[config.mk]
export PLATFORM = sky130hd
export DESIGN_NAME = perceptron_train_ctrl
export DESIGN_NICKNAME = d
export VERILOG_FILES = /design/src/rtl/perceptron_pkg.sv /design/src/rtl/perceptron_sample_mem.sv /design/src/rtl/perceptron_train_ctrl.sv
export SDC_FILE = /design/constraint.sdc
export NUM_CORES = 1
export LEC_CHECK = 0
export ABC_AREA = 1
export CAP_MARGIN = 20
export CORE_UTILIZATION = 35
export CTS_CLUSTER_DIAMETER = 150
export DETAILED_ROUTE_END_ITERATION = 8
export PLACE_DENSITY_LB_ADDON = 0.08
export SLEW_MARGIN = 20
export SYNTH_ARGS = -nofsm -noshare
export SYNTH_HDL_FRONTEND = slang
export SYNTH_SLANG_ARGS = --single-unit
[constraint.sdc]
create_clock -name clk_i -period 2.4 [get_ports clk_i]
set_input_delay 0.48 -clock clk_i [delete_from_list [all_inputs] [get_ports clk_i]]
set_output_delay 0.48 -clock clk_i [all_outputs]
set_load 0.02 [all_outputs]
[src/rtl/perceptron_pkg.sv]
// Shared definitions for the perceptron training controller.
// Holds the 16-bit training-sample layout
//   {desired[15], in3[14:8], in2[7:4], in1[3:0]}
// and the controller FSM state encoding.
package perceptron_pkg;

  localparam int SAMPLE_W = 16;
  localparam int IN1_W    = 4;
  localparam int IN2_W    = 4;
  localparam int IN3_W    = 7;
  localparam int IN1_LSB  = 0;
  localparam int IN2_LSB  = 4;
  localparam int IN3_LSB  = 8;
  localparam int DES_BIT  = 15;

  typedef struct packed {
    logic             desired;
    logic [IN3_W-1:0] in3;
    logic [IN2_W-1:0] in2;
    logic [IN1_W-1:0] in1;
  } sample_t;

  typedef enum logic [2:0] {
    S_IDLE,
    S_CLEAR,
    S_APPLY,
    S_EVAL,
    S_EPOCH_END,
    S_DONE
  } state_e;

  function automatic sample_t pack_sample(logic des, logic [IN3_W-1:0] i3,
                                          logic [IN2_W-1:0] i2, logic [IN1_W-1:0] i1);
    return sample_t'({des, i3, i2, i1});
  endfunction

endpackage

[src/rtl/perceptron_sample_mem.sv]
// Training-set storage: DEPTH x 16-bit samples, one synchronous write port
// and one asynchronous read port. Contents are deliberately not reset.
//   clk_i    clock
//   we_i     write enable
//   waddr_i  write index
//   wdata_i  packed sample to store
//   raddr_i  read index
//   rdata_o  packed sample at raddr_i (combinational)
module perceptron_sample_mem
  import perceptron_pkg::*;
#(
  parameter int DEPTH  = 8,
  parameter int ADDR_W = 3
) (
  input  logic                clk_i,
  input  logic                we_i,
  input  logic [ADDR_W-1:0]   waddr_i,
  input  logic [SAMPLE_W-1:0] wdata_i,
  input  logic [ADDR_W-1:0]   raddr_i,
  output logic [SAMPLE_W-1:0] rdata_o
);

  logic [SAMPLE_W-1:0] mem_q [DEPTH];

  always_ff @(posedge clk_i) begin
    if (we_i) mem_q[waddr_i] <= wdata_i;
  end

  assign rdata_o = mem_q[raddr_i];

endmodule

[src/rtl/perceptron_train_ctrl.sv]
// Epoch-based training sequencer for a 3-input perceptron. Streams the
// stored training set into the perceptron two cycles per sample, counts
// misclassifications per epoch, and stops on a zero-error epoch or after
// MAX_EPOCHS.
//   clk_i / reset_i     clock, async active-high reset
//   cfg_we_i/addr/data  training-set write (only while idle)
//   num_samples_i       active sample count, captured on start
//   start_i             begin training from fresh perceptron weights
//   busy_o / done_o     run in progress / 1-cycle end-of-run pulse
//   converged_o         last epoch had zero errors (valid after done)
//   epoch_count_o       epochs completed
//   err_count_o         errors in the most recently completed epoch
//   p_rst_n_o           registered active-low perceptron reset
//   p_in1/2/3_o         perceptron inputs
//   p_desired_o         perceptron desired output
//   p_out_i             perceptron registered output
module perceptron_train_ctrl
  import perceptron_pkg::*;
#(
  parameter int DEPTH      = 8,
  parameter int ADDR_W     = 3,
  parameter int MAX_EPOCHS = 64,
  parameter int EPOCH_W    = 7
) (
  input  logic                clk_i,
  input  logic                reset_i,
  input  logic                cfg_we_i,
  input  logic [ADDR_W-1:0]   cfg_addr_i,
  input  logic [SAMPLE_W-1:0] cfg_data_i,
  input  logic [ADDR_W:0]     num_samples_i,
  input  logic                start_i,
  output logic                busy_o,
  output logic                done_o,
  output logic                converged_o,
  output logic [EPOCH_W-1:0]  epoch_count_o,
  output logic [ADDR_W:0]     err_count_o,
  output logic                p_rst_n_o,
  output logic [IN1_W-1:0]    p_in1_o,
  output logic [IN2_W-1:0]    p_in2_o,
  output logic [IN3_W-1:0]    p_in3_o,
  output logic                p_desired_o,
  input  logic                p_out_i
);

  localparam logic [ADDR_W:0]    ERR_MAX = (ADDR_W+1)'(DEPTH);
  localparam logic [ADDR_W:0]    CNT_ONE = (ADDR_W+1)'(1);
  localparam logic [EPOCH_W-1:0] EP_MAX  = EPOCH_W'(MAX_EPOCHS);
  localparam logic [EPOCH_W-1:0] EP_ONE  = EPOCH_W'(1);

  state_e              state_q, state_d;
  logic [ADDR_W-1:0]   idx_q, idx_d;
  logic [ADDR_W:0]     num_q, num_d;
  logic [ADDR_W:0]     err_run_q, err_run_d;
  logic [ADDR_W:0]     err_cnt_q, err_cnt_d;
  logic [EPOCH_W-1:0]  epoch_q, epoch_d;
  logic                conv_q, conv_d;
  logic                prstn_q, prstn_d;
  sample_t             smp_q, smp_d;
  logic [SAMPLE_W-1:0] rd_data;
  logic                last_smp, mis, epoch_last;

  // Read address follows the next index so the sample lands in smp_q on
  // the same edge that enters APPLY.
  perceptron_sample_mem #(.DEPTH(DEPTH), .ADDR_W(ADDR_W)) u_mem (
    .clk_i   (clk_i),
    .we_i    (cfg_we_i && (state_q == S_IDLE)),
    .waddr_i (cfg_addr_i),
    .wdata_i (cfg_data_i),
    .raddr_i (idx_d),
    .rdata_o (rd_data)
  );

  assign last_smp   = ({1'b0, idx_q} == (num_q - CNT_ONE));
  assign mis        = (p_out_i != smp_q.desired);
  assign epoch_last = ((epoch_q + EP_ONE) == EP_MAX);

  // State register
  always_ff @(posedge clk_i or posedge reset_i) begin
    if (reset_i) state_q <= S_IDLE;
    else         state_q <= state_d;
  end

  // Next-state logic
  always_comb begin
    state_d = state_q;
    case (state_q)
      S_IDLE:      if (start_i) state_d = (num_samples_i == '0) ? S_DONE : S_CLEAR;
      S_CLEAR:     state_d = S_APPLY;
      S_APPLY:     state_d = S_EVAL;
      S_EVAL:      state_d = last_smp ? S_EPOCH_END : S_APPLY;
      S_EPOCH_END: state_d = ((err_run_q == '0) || epoch_last) ? S_DONE : S_APPLY;
      S_DONE:      state_d = S_IDLE;
      default:     state_d = S_IDLE;
    endcase
  end

  // Datapath next-state
  always_comb begin
    idx_d     = idx_q;
    num_d     = num_q;
    err_run_d = err_run_q;
    err_cnt_d = err_cnt_q;
    epoch_d   = epoch_q;
    conv_d    = conv_q;
    prstn_d   = (state_d != S_CLEAR);
    smp_d     = smp_q;
    case (state_q)
      S_IDLE: if (start_i) begin
        num_d  = num_samples_i;
        conv_d = 1'b0;
        if (num_samples_i == '0) begin
          conv_d    = 1'b1;
          epoch_d   = '0;
          err_cnt_d = '0;
        end
      end
      S_CLEAR: begin
        idx_d     = '0;
        epoch_d   = '0;
        err_run_d = '0;
        err_cnt_d = '0;
      end
      S_EVAL: begin
        if (mis && (err_run_q != ERR_MAX)) err_run_d = err_run_q + CNT_ONE;
        if (!last_smp) idx_d = idx_q + 1'b1;
      end
      S_EPOCH_END: begin
        epoch_d   = epoch_q + EP_ONE;
        err_cnt_d = err_run_q;
        err_run_d = '0;
        idx_d     = '0;
        if (err_run_q == '0) conv_d = 1'b1;
      end
      default: ;
    endcase
    if (state_d == S_APPLY) smp_d = sample_t'(rd_data);
  end

  always_ff @(posedge clk_i or posedge reset_i) begin
    if (reset_i) begin
      idx_q     <= '0;
      num_q     <= '0;
      err_run_q <= '0;
      err_cnt_q <= '0;
      epoch_q   <= '0;
      conv_q    <= 1'b0;
      prstn_q   <= 1'b0;
      smp_q     <= '0;
    end else begin
      idx_q     <= idx_d;
      num_q     <= num_d;
      err_run_q <= err_run_d;
      err_cnt_q <= err_cnt_d;
      epoch_q   <= epoch_d;
      conv_q    <= conv_d;
      prstn_q   <= prstn_d;
      smp_q     <= smp_d;
    end
  end

  // Outputs. Outside EVAL the desired bit mirrors p_out so the perceptron
  // sees no error and leaves its weights alone.
  always_comb begin
    busy_o      = (state_q != S_IDLE);
    done_o      = (state_q == S_DONE);
    p_desired_o = (state_q == S_EVAL) ? smp_q.desired : p_out_i;
  end

  assign converged_o   = conv_q;
  assign epoch_count_o = epoch_q;
  assign err_count_o   = err_cnt_q;
  assign p_rst_n_o     = prstn_q;
  assign p_in1_o       = smp_q.in1;
  assign p_in2_o       = smp_q.in2;
  assign p_in3_o       = smp_q.in3;

endmodule
==> impl_metrics.csv <==
group,metric,value,unit
drt,vias_per_cell,4.84,
grt,grt_pass1_wl,30600,um
power_and_ir_drop,p_leak,3.99,nW
timing,worst_hold_slack,0.278,ns
cts,ctsLongestPathBuffers,2,
place,hpwl,12500,um
synth,ys_types,36,
drt,dr_total_vias,5444,
setup_path,arrival,2.59,ns
power_and_ir_drop,vdd_drop_max,471,uV
cts,cts_tree,"yes",
synth,yosysSeqAreaShare,0.620,
timing,relSlewSlack,0.557,
die,core,0.0220,mm2
grt,grt.total_usage,0.174,
grt,grt_overflow,0,
synth,synth_warnings,0,
drt,drt-pass1-iter-count,7,
synth,synth_area_leader_cell,"edfxtp_1",
run_status,outcome,"complete, but fails checks",
synth,syn-num-nets,801,
die,num_rows,54,
setup_path,path_cells,"inv_2, ha_1, nand2_1, inv_1, nor2_1, nand2_1, nor2_4, nand2_2, nand3_4, clkbuf_16, nand3b_1, nand3_1, nand3_1, nand3_1, nand2_1",
drt,wl,19900,um
die,fp.dieArea,0.0233,mm2
setup_path,reg2reg_depth,15,
die,pin_count,59,
timing,clock.fmax,440,MHz
synth,netlist_instances,768,
die,die_h,153,um
timing,report.final.hold_viol_count,0,
setup_path,path_max_fanout,22,
synth,ys_ff_latch,171,
setup_path,max_stage_delay,0.36,ns
power_and_ir_drop,power_density,1230,mW/mm2
die,die_w,153,um
timing,setup_viol,0,
grt,grt_max_degree,65,
cts,clk_pin_slew,0.07,ns
synth,ys_top_cells_by_area,"edfxtp_1 48%, dfrtp_1 14%, nand3_1 9.1%",
run,max-cap-violations,0,
timing,rsz0062_at_grt,"true",
place,portBuffers,58,
layout,nNetsFinal,865,
setup_path,slowest_stage,"dfrtp_1",
grt,grt_pass1_vias,5204,
grt,antenna_found_initial,0,
drt,route.detailed.drc,8,
timing,worst_slack,0.128,ns
setup_path,critical_path_class,"flop to flop",
place,pre_cts_ws,0.125,ns
cts,cts.root.buffer_cell,"clkbuf_16",
cts,clock-sinks,171,
run_status,violations,"design-rule violations",
die,start_util,0.360,
timing,worstMarginPinSlew,0.665,ns
timing,final.setup_skew,0.0108,ns
timing,final_max_slew_viol_count,0,
layout,area_growth,20.8,%
place,place_congestion,0.803,
timing,fin_crit,2.27,ns
synth,syn_avg_cell_area,10.3,um2
timing,fin_crit_sh,0.947,
timing,fin_setup_tns,0,ns
setup_path,startpoint_type,"flop",
drt,drt-initial-drc-count,405,
drt,postRouteAntennaNets,0,
worst_hold_path,worstHoldPathType,"input port to asynchronous set/reset pin",
layout,insertedDiodeCount,0,
cts,htree_num_levels,4,
synth,yosysTopAreaCellShare,0.484,
cts,clk_latency,0.42,ns
layout,drive_gt1_frac,0.118,
cts,hold_buffers,0,
synth,netlist_area,0.00794,mm2
drt,post_drt_wl_per_cell,17.7,um
setup_path,end_kind,"flop",
setup_path,worstPathRequired,2.72,ns
cts,cts_buffers,17,
-- synthesized netlist by cell type (all sizes together) --
library cell	instances
nand2	156
nand3	146
edfxtp	128
inv	124
nand3b	48
buf	46
dfrtp	43
nor2	30
o21ai	19
nor3	6
ha	5
xor2	4
a21oi	3
o22ai	2
a211oi	1
a22o	1
clkbuf	1
nand4	1
nor4	1
o211ai	1
o21bai	1
o32ai	1
-- layout make-up --
| cell class | count | area, um2 |
|---|---|---|
| multi-input combinational | 426 | 2220 |
| fill | 2062 | 12400 |
| clock inverter | 13 | 105 |
| clock buffer | 19 | 443 |
| sequential | 171 | 4920 |
| tap | 280 | 350 |
| timing repair buffer | 92 | 1070 |
| inverter | 124 | 473 |
-- flip-flops by register name, summed over array words and instances (netlist names) --
signal and count:
err_count_o 4, smp_q 1, err_run_q 4, converged_o 1, epoch_count_o 7, p_in1_o 4
p_in2_o 4, state_q 3, p_rst_n_o 1, u_mem.mem_q 128, p_in3_o 7, num_q 4
idx_q 3
-- metrics by stage --
| stage | power [W] | instance area [um2] | std cells | util |
|---|---|---|---|---|
| 2_1_floorplan | 0.00747 | 7940 | 768 | - |
| 3_3_place_gp | 0.00889 | 8910 | 1089 | 0.405 |
| 3_5_place_dp | 0.00895 | 8910 | 1089 | 0.405 |
| 4_1_cts | 0.0115 | 9460 | 1121 | 0.429 |
| 5_1_grt | 0.0125 | 9580 | 1125 | 0.435 |
| 6_report | 0.0118 | 9580 | 1125 | 0.435 |
-- path summary, 6_finish.rpt --
check / start / endpoint / slack (ns)
worst max-delay path: num_q[0] / p_in3_o[2] / 0.13
worst min-delay path: reset_i / num_q[3] / 0.28
worst max register to register: num_q[0] / p_in3_o[2] / 0.13
worst min register to register: err_count_o[0] / err_count_o[0] / 0.48
max in group asynchronous: reset_i / p_in3_o[0] / 1.64
min in group clk_i: err_count_o[0] / err_count_o[0] / 0.48
-- layer usage --
layer,wire [um],track usage,vias up
met5,0,0,-
met4,212,0.0510,0
met1,9360,0.241,2640
li1,-,-,2665
met3,918,0.0344,17
met2,9450,0.276,122
-- logic make-up (layout without fill, tap and decap cells) --
kind of cell               count (synthesis)  in the layout  synth area share
AOI/OAI and AO/OA                         29             29            0.0214
xor gates and xnor gates                   4              4           0.00441
DFF                                      171            171             0.620
and+or+nand+nor                          388            388             0.243
buffers and inverters                    171            248             0.104
adders and majority gates                  5              5           0.00788
-- cells in the final DEF, fill, tap and decap left out, drive strengths merged, types with 2 or more instances in the layout --
master / Yosys / final
a21oi: 3 / 3
buf: 46 / 32
clkbuf: 1 / 21
clkdlybuf4s50: 0 / 57
clkinv: 0 / 5
dfrtp: 43 / 43
edfxtp: 128 / 128
ha: 5 / 5
inv: 124 / 131
nand2: 156 / 156
nand3: 146 / 146
nand3b: 48 / 48
nor2: 30 / 30
nor3: 6 / 6
o21ai: 19 / 19
o22ai: 2 / 2
xor2: 4 / 4
-- worst max-delay path: cells and delay by family (launching register included) --
kind	cells	cell delay (ns)
buffers and inverters	3	0.36
AND/OR/NAND/NOR	11	1.13
adder cells (fa/ha/maj)	1	0.30
flip-flops	1	0.36
-- timing repair --
item	4_1_cts	5_1_grt
setup buffers	0	2
resized for setup	1	16
setup endpoints to repair	1	16
gates cloned	0	2
pin swaps	0	4
-- power breakdown --
| part | internal, W | switching, W |
|---|---|---|
| logic | 0.00202 | 0.00340 |
| clock network | 0.00138 | 0.00120 |
| registers | 0.00352 | 0.000223 |
| total | 0.00692 | 0.00483 |
Power figures use the tool's default switching activity.
